### src/rtl/fetch_queue_if.sv
// Fetch-queue bus: instruction-memory port, Decode redirect and the head-entry handshake.
interface fetch_queue_if #(
  parameter int unsigned ADDR_W  = 32,
  parameter int unsigned INSTR_W = 32
);
  logic [ADDR_W-1:0]  imem_addr;
  logic [INSTR_W-1:0] imem_rdata;
  logic               redirect_en;
  logic [ADDR_W-1:0]  redirect_pc;
  logic               id_ready;
  logic               id_valid;
  logic [ADDR_W-1:0]  id_pc;
  logic [INSTR_W-1:0] id_instr;

  modport master (
    output imem_addr, id_valid, id_pc, id_instr,
    input  imem_rdata, redirect_en, redirect_pc, id_ready
  );

  modport slave (
    input  imem_addr, id_valid, id_pc, id_instr,
    output imem_rdata, redirect_en, redirect_pc, id_ready
  );
endinterface

### src/rtl/fetch_queue.sv
// Instruction-fetch PC plus a {pc, instr} FIFO feeding Decode; redirects flush and reload the PC.
// Optional macro FETCH_QUEUE_STATS_EN adds stall/redirect counters.
module fetch_queue #(
  parameter int unsigned       DEPTH    = 4,
  parameter int unsigned       ADDR_W   = 32,
  parameter int unsigned       INSTR_W  = 32,
  parameter logic [ADDR_W-1:0] RESET_PC = '0
) (
  input  logic          clk,
  input  logic          reset,
  fetch_queue_if.master bus
`ifdef FETCH_QUEUE_STATS_EN
  ,
  output logic [31:0]   stat_stall_cycles,
  output logic [31:0]   stat_redirects
`endif
);

  localparam int unsigned PTR_W = (DEPTH > 1) ? $clog2(DEPTH) : 1;
  localparam int unsigned CNT_W = PTR_W + 1;
  localparam logic [INSTR_W-1:0] NOP = INSTR_W'(32'h0000_0013);

  logic [ADDR_W-1:0]  pc_q, pc_d;
  logic [PTR_W-1:0]   wr_ptr_q, wr_ptr_d;
  logic [PTR_W-1:0]   rd_ptr_q, rd_ptr_d;
  logic [CNT_W-1:0]   count_q, count_d;
  logic [ADDR_W-1:0]  pc_mem_q    [DEPTH];
  logic [INSTR_W-1:0] instr_mem_q [DEPTH];
  logic               full_c, pop_c, push_c;

  // Next-state: redirect flushes everything; otherwise a full queue may still push when it pops.
  always_comb begin
    full_c   = (count_q == CNT_W'(DEPTH));
    pop_c    = (count_q != '0) & bus.id_ready & ~bus.redirect_en;
    push_c   = ~bus.redirect_en & (~full_c | pop_c);
    pc_d     = pc_q;
    wr_ptr_d = wr_ptr_q;
    rd_ptr_d = rd_ptr_q;
    count_d  = count_q;
    if (bus.redirect_en) begin
      pc_d     = bus.redirect_pc & ~ADDR_W'(3);
      wr_ptr_d = '0;
      rd_ptr_d = '0;
      count_d  = '0;
    end else begin
      if (push_c) begin
        pc_d     = pc_q + ADDR_W'(4);
        wr_ptr_d = wr_ptr_q + PTR_W'(1);
      end
      if (pop_c) begin
        rd_ptr_d = rd_ptr_q + PTR_W'(1);
      end
      case ({push_c, pop_c})
        2'b10:   count_d = count_q + CNT_W'(1);
        2'b01:   count_d = count_q - CNT_W'(1);
        default: count_d = count_q;
      endcase
    end
  end

  always_ff @(posedge clk) begin
    if (!reset) begin
      pc_q     <= RESET_PC;
      wr_ptr_q <= '0;
      rd_ptr_q <= '0;
      count_q  <= '0;
    end else begin
      pc_q     <= pc_d;
      wr_ptr_q <= wr_ptr_d;
      rd_ptr_q <= rd_ptr_d;
      count_q  <= count_d;
    end
  end

  // Storage needs no reset: count gates visibility of every entry.
  always_ff @(posedge clk) begin
    if (reset && push_c) begin
      pc_mem_q[wr_ptr_q]    <= pc_q;
      instr_mem_q[wr_ptr_q] <= bus.imem_rdata;
    end
  end

  assign bus.imem_addr = pc_q;
  assign bus.id_valid  = (count_q != '0);
  assign bus.id_pc     = bus.id_valid ? pc_mem_q[rd_ptr_q]    : '0;
  assign bus.id_instr  = bus.id_valid ? instr_mem_q[rd_ptr_q] : NOP;

`ifdef FETCH_QUEUE_STATS_EN
  logic [31:0] stall_cnt_q, redir_cnt_q;

  // Saturating event counters.
  always_ff @(posedge clk) begin
    if (!reset) begin
      stall_cnt_q <= '0;
      redir_cnt_q <= '0;
    end else begin
      if (full_c && !pop_c && !bus.redirect_en && (stall_cnt_q != '1)) begin
        stall_cnt_q <= stall_cnt_q + 32'd1;
      end
      if (bus.redirect_en && (redir_cnt_q != '1)) begin
        redir_cnt_q <= redir_cnt_q + 32'd1;
      end
    end
  end

  assign stat_stall_cycles = stall_cnt_q;
  assign stat_redirects    = redir_cnt_q;
`endif

endmodule

### src/flat_wrapper.sv
// flat-port wrapper written by rule: the top's interface ports become plain ports
module fetch_queue_flat 
#(
  parameter int unsigned       DEPTH    = 4,
  parameter int unsigned       ADDR_W   = 32,
  parameter int unsigned       INSTR_W  = 32,
  parameter logic [ADDR_W-1:0] RESET_PC = '0
)
  (clk, reset, bus_imem_addr, bus_id_valid, bus_id_pc, bus_id_instr, bus_imem_rdata, bus_redirect_en, bus_redirect_pc, bus_id_ready);
  fetch_queue_if #(.ADDR_W(ADDR_W), .INSTR_W(INSTR_W)) bus_i ();
  input  logic clk;
  input  logic reset;
  output wire logic [$bits(bus_i.imem_addr)-1:0] bus_imem_addr;
  output wire logic [$bits(bus_i.id_valid)-1:0] bus_id_valid;
  output wire logic [$bits(bus_i.id_pc)-1:0] bus_id_pc;
  output wire logic [$bits(bus_i.id_instr)-1:0] bus_id_instr;
  input wire logic [$bits(bus_i.imem_rdata)-1:0] bus_imem_rdata;
  input wire logic [$bits(bus_i.redirect_en)-1:0] bus_redirect_en;
  input wire logic [$bits(bus_i.redirect_pc)-1:0] bus_redirect_pc;
  input wire logic [$bits(bus_i.id_ready)-1:0] bus_id_ready;
  assign bus_imem_addr = bus_i.imem_addr;
  assign bus_id_valid = bus_i.id_valid;
  assign bus_id_pc = bus_i.id_pc;
  assign bus_id_instr = bus_i.id_instr;
  assign bus_i.imem_rdata = bus_imem_rdata;
  assign bus_i.redirect_en = bus_redirect_en;
  assign bus_i.redirect_pc = bus_redirect_pc;
  assign bus_i.id_ready = bus_id_ready;
  fetch_queue #(.DEPTH(DEPTH), .ADDR_W(ADDR_W), .INSTR_W(INSTR_W), .RESET_PC(RESET_PC)) u_core (.clk(clk), .reset(reset), .bus(bus_i));
endmodule
### config.mk
export PLATFORM = sky130hd
export DESIGN_NAME = fetch_queue_flat
export DESIGN_NICKNAME = d
export VERILOG_FILES = /design/src/rtl/fetch_queue_if.sv /design/src/rtl/fetch_queue.sv /design/src/flat_wrapper.sv
export SDC_FILE = /design/constraint.sdc
export NUM_CORES = 1
export LEC_CHECK = 0
export BUFFER_PORTS_ARGS = -buffer_cell sky130_fd_sc_hd__buf_2
export CAP_MARGIN = 20
export CORE_MARGIN = 10
export CORE_UTILIZATION = 56
export DETAILED_ROUTE_END_ITERATION = 12
export PLACE_DENSITY = 0.86
export SETUP_SLACK_MARGIN = 0.5
export SLEW_MARGIN = 0
export SYNTH_ARGS = -nofsm -noshare
export SYNTH_HDL_FRONTEND = slang
export SYNTH_SLANG_ARGS = --single-unit
### constraint.sdc
create_clock -name clk -period 6 [get_ports clk]
set_input_delay 0.9 -clock clk [delete_from_list [all_inputs] [get_ports clk]]
set_output_delay 0.9 -clock clk [all_outputs]
set_load 0.1 [all_outputs]
# After elaboration in Yosys (flattened, before gate mapping)
# Memories as Yosys holds them, arrays and structs flattened. A register that Yosys moved wholly into a read port is not among the register bits.
# Cells that the tools add are included.
# Widths: inputs -> output; s select.
[totals] memories=2 regBits=39 out_inout_bits=97 ram_bits=256 in_bits=68
[classes] n_addsub=5 reduce_logical=5 n_mux=11 n_eq_ne=3 bitwise=7
[mem_list] name="u_core.instr_mem_q" words=4 width=32 rd=1 rd_clocked_by_memory_dff=1 write_ports=1 line="fetch_queue.sv:28" source="logic [INSTR_W-1:0] instr_mem_q [DEPTH];"
[mem_list] name="u_core.pc_mem_q" words=4 width=32 rd=1 rd_clocked_by_memory_dff=1 write_ports=1 line="fetch_queue.sv:27" source="logic [ADDR_W-1:0] pc_mem_q [DEPTH];"
[ops] op="$mux 32" count=4
[ops] op="$add 32x3->32 const B" count=1
[ops] op="$mux 2" count=4
[ops] op="$pmux 3 s2" count=1
[ops] op="$add 2x1->2 const B" count=2
[ops] op="$reduce_bool 2->1" count=2
[ops] op="$add 3x1->3 const B" count=1
[ops] op="$and 1x1->1" count=3
[ops] op="$eq 3x3->1 const B" count=1
[ops] op="$not 1->1" count=3
[ops] op="$reduce_bool 3->1" count=1
[ops] op="$sub 3x1->3 const B" count=1
[ops] op="$eq 2x1->1 const B" count=1
[ops] op="$eq 2x2->1 const B" count=1
[ops] op="$mux 1" count=2
[ops] op="$reduce_or 2->1" count=1
[ops] op="$logic_and 1x1->1" count=1
[ops] op="$or 1x1->1" count=1

# Longest topological paths before layout
[depth] ltp_word=8 depth_mapped=9 ltp_nobuf=9

# Least setup slack after synthesis
# OpenSTA, ideal clock, no wires.
[synth_path] path_kind="flip-flop to output port" start="register u_core.count_q[0]" end="output bus_id_pc[22]" t_required_ns=5.100 stages_incl_launch_ff=7 n_path_buf=1 path_slack_ns=2.366 arrival_time_ns=2.734 path_cell_list="dfxtp_1 > inv_1 > ha_1 > nor2b_1 > inv_1 > clkbuf_1 > and2_1"
[synth_via] elab_chain_cells=2
[synth_rtl] item="start, declared" line="fetch_queue.sv:26" source="logic [CNT_W-1:0] count_q, count_d;"
[synth_rtl] item="start signal, assigned" line="fetch_queue.sv:71" source="count_q <= count_d;"
[synth_rtl] item="$reduce_bool 3->1" line="fetch_queue.sv:84" source="assign bus.id_valid = (count_q != '0);"
[synth_rtl] item="via bus_id_valid" line="flat_wrapper.sv:14" source="output wire logic [$bits(bus_i.id_valid)-1:0] bus_id_valid;"
[synth_rtl] item="$mux 32" line="fetch_queue.sv:85" source="assign bus.id_pc = bus.id_valid ? pc_mem_q[rd_ptr_q] : '0;"
[synth_rtl] item="end, declared" line="flat_wrapper.sv:15" source="output wire logic [$bits(bus_i.id_pc)-1:0] bus_id_pc;"
# The timed path passes the listed nets, and every way through them passes these cells.

==> out/summary.txt <==
Clk sinks -> 287
Crit-path cells -> buf_4 > mux4_2 > and2_1 > buf_2
Crit Reg-Reg Endpoint -> u_core.pc_mem_q[1][17]$_DFFE_PP_
Min Tclk post-route -> 3.99 ns
Grt total ovfl -> 0
R2r worst-path depth -> 5
First-pass GRT wire length -> 39,000 µm
Post-synth cell types -> 48
Power Total -> 4.39 mW
Chip Width -> 164 µm
Initial core utilization -> 57.3%
Tot GR Track Use -> 18.3%
Cts bufs inserted -> 28
Leak pwr -> 4.70 nW
Largest stage delay on the critical path -> 0.96 ns
Max_slew headroom -> 32.4%
Synth Cell Area -> 11,700 µm²
Syn. warnings -> 0
Placer Congestion -> 0.854
CP Class -> register to primary output
Worst-path clk slew -> 0.06 ns
Worst hold path type -> register to register
PD cells -> 324 nW/µm²
Worst Setup End Kind -> primary output
Data arrival, critical path -> 3.09 ns
Post-synthesis sequential area ratio -> 70.6%
Post-synthesis instance total -> 677
Vias in the first global route -> 6,969
R2R Path Start -> u_core.count_q[0]$_SDFFE_PP0P_
Vias -> 6,719
Most common cell after layout, fill and taps aside -> edfxtp_1
Final hold viol count -> 0
Area Growth Syn to Fin -> 15.9%
Antenna diodes -> 0
Drt pass-1 iters -> 5
CTS tree -> done
WL/cell -> 22.5 µm
DP Area -> 12,600 µm²
Primary FF master, synth -> edfxtp_1
Io pins -> 165
WL final -> 25,200 µm
# setup viols final -> 0
Hold buffers post-CTS -> 0
Rows -> 52
Setup Skew -> 0.00898 ns
Hold_ws -> 0.534 ns
Overall die height -> 164 µm
Placeable core area -> 20,400 µm²
Nets@finish -> 907
Required @ worst endpoint -> 5.10 ns
DR vias/cell -> 5.99
Initial antenna violation count -> 0
Antenna-violating nets left -> 0
FF+latch count, synth -> 287
R2r setup slk -> 3.39 ns
Worst-skew pair later-pin latency -> 0.53 ns
Syn_area_per_cell -> 17.2 µm²
Fin crit share -> 66.5%
Htree depth -> 1
Status -> complete, no violations
CP max FO -> 45
Number of synthesized flops with an enable pin -> 248
CTS Root Cell -> clkbuf_16
Share of cells above drive strength 1 -> 32.7%
Pin count of the biggest net entering global routing -> 63
Setup TNS -> 0 ns
Detailed placement HPWL -> 15,300 µm
CP Launch Type -> register
DRC -> 0
Iter 0 DRT Violations -> 590
CP max stage cell -> dfxtp_4
IR drop worst, VDD -> 0.223 mV
Die area -> 27,000 µm²
Worst slew pin tran -> 1.01 ns
Most frequent cells in the layout -> 248 x edfxtp_1, 158 x buf_2, 62 x mux4_2, 62 x and2_1, 37 x dfxtp_1
Design area -> 13,500 µm²
Maximum clock frequency -> 0.251 GHz
Post-synth ARST share -> 0%
I/O Buffers -> 158
RSZ-0062 raised after global routing -> false
Post-CTS Setup Inserts -> 0
Maxcap violations -> 0
Slew Viols, Final -> 0
CTS resizes -> 0
CTS Buffer Depth -> 3
Critical Path Sink -> bus_id_pc[15]
## flip-flops by register name, indices dropped and copies added, names as in the netlist, named ones only
register / count
u_core.instr_mem_q: 128
u_core.pc_mem_q: 120
u_core.bus.imem_addr: 30
u_core.count_q: 3
u_core.rd_ptr_q: 2
u_core.wr_ptr_q: 2
## worst min path at each step
stage	cells after the start	startpoint	endpoint	slack (ns)
finish	2	u_core.count_q[1]$_SDFFE_PP0P_	u_core.count_q[1]$_SDFFE_PP0P_	0.53
floorplan	2	u_core.count_q[2]$_SDFFE_PP0P_	u_core.count_q[2]$_SDFFE_PP0P_	0.48
detailed placement	2	u_core.count_q[1]$_SDFFE_PP0P_	u_core.count_q[1]$_SDFFE_PP0P_	0.52
global placement	2	u_core.count_q[2]$_SDFFE_PP0P_	u_core.count_q[2]$_SDFFE_PP0P_	0.50
global route	1	bus_imem_rdata[27]	u_core.instr_mem_q[2][27]$_DFFE_PP_	0.58
CTS	2	u_core.count_q[1]$_SDFFE_PP0P_	u_core.count_q[1]$_SDFFE_PP0P_	0.53
## power by group
| part | total (mW) | switching, mW | internal (mW) |
|---|---|---|---|
| Clock | 1.66 | 0.692 | 0.968 |
| Combinational | 0.454 | 0.363 | 0.0911 |
| Sequential | 2.27 | 0.0489 | 2.22 |
## worst max-delay path, delay by kind of cell, from the launching register on
family,cells,cell delay (ns)
and+or+nand+nor,1,0.18
muxes,1,0.62
buffers and inverters,2,0.78
DFF,1,0.96
## layout make-up
class | instances | area, µm²
clock buffers | 37 | 756
inverters | 9 | 33.8
multi-input cells | 343 | 3220
repair buffers | 162 | 821
fillers | 1408 | 6850
well taps | 270 | 338
flip-flops and latches | 287 | 8240
clock inverters | 13 | 114
## stage by stage
step	std cells	setup slack, ns	utilization (%)
floorplan	680	2.37	-
global placement	1071	2.46	62.1
detailed placement	1071	2.46	62.1
CTS	1121	1.89	66.4
global route	1121	1.76	66.4
finish	1121	2.01	66.4
## logic make-up after synthesis
group / share of synthesized area, %
muxes: 12.1
and+or+nand+nor: 8.63
AOI/OAI and AO/OA: 4.85
DFF: 70.6
adders and majority gates: 0.858
xor gates and xnor gates: 0.826
buffers and inverters: 2.09
other: 0.0322
## synth_stat cells (11+ instances only)
library cell | count | area share, %
nand2_1 | 13 | 0.42
clkbuf_1 | 20 | 0.64
buf_2 | 11 | 0.47
a31oi_1 | 15 | 0.80
mux4_2 | 62 | 12
o31ai_1 | 11 | 0.71
and2_1 | 62 | 3.3
o21ai_0 | 31 | 1.3
dfxtp_1 | 39 | 6.7
a21oi_1 | 13 | 0.56
edfxtp_1 | 248 | 64
or4_1 | 12 | 0.77
nor2_1 | 15 | 0.48
## metal layers
metal  global-route usage (%)  vias to the layer above  part of all wire (%)
met5                        0                        -                     0
met4                     3.74                        0                   1.4
met3                     4.36                       34                   9.2
met2                     30.1                      329                    49
met1                     24.3                     3352                    41
li1                         -                     3004                     -
Power figures use the tool's default switching activity.
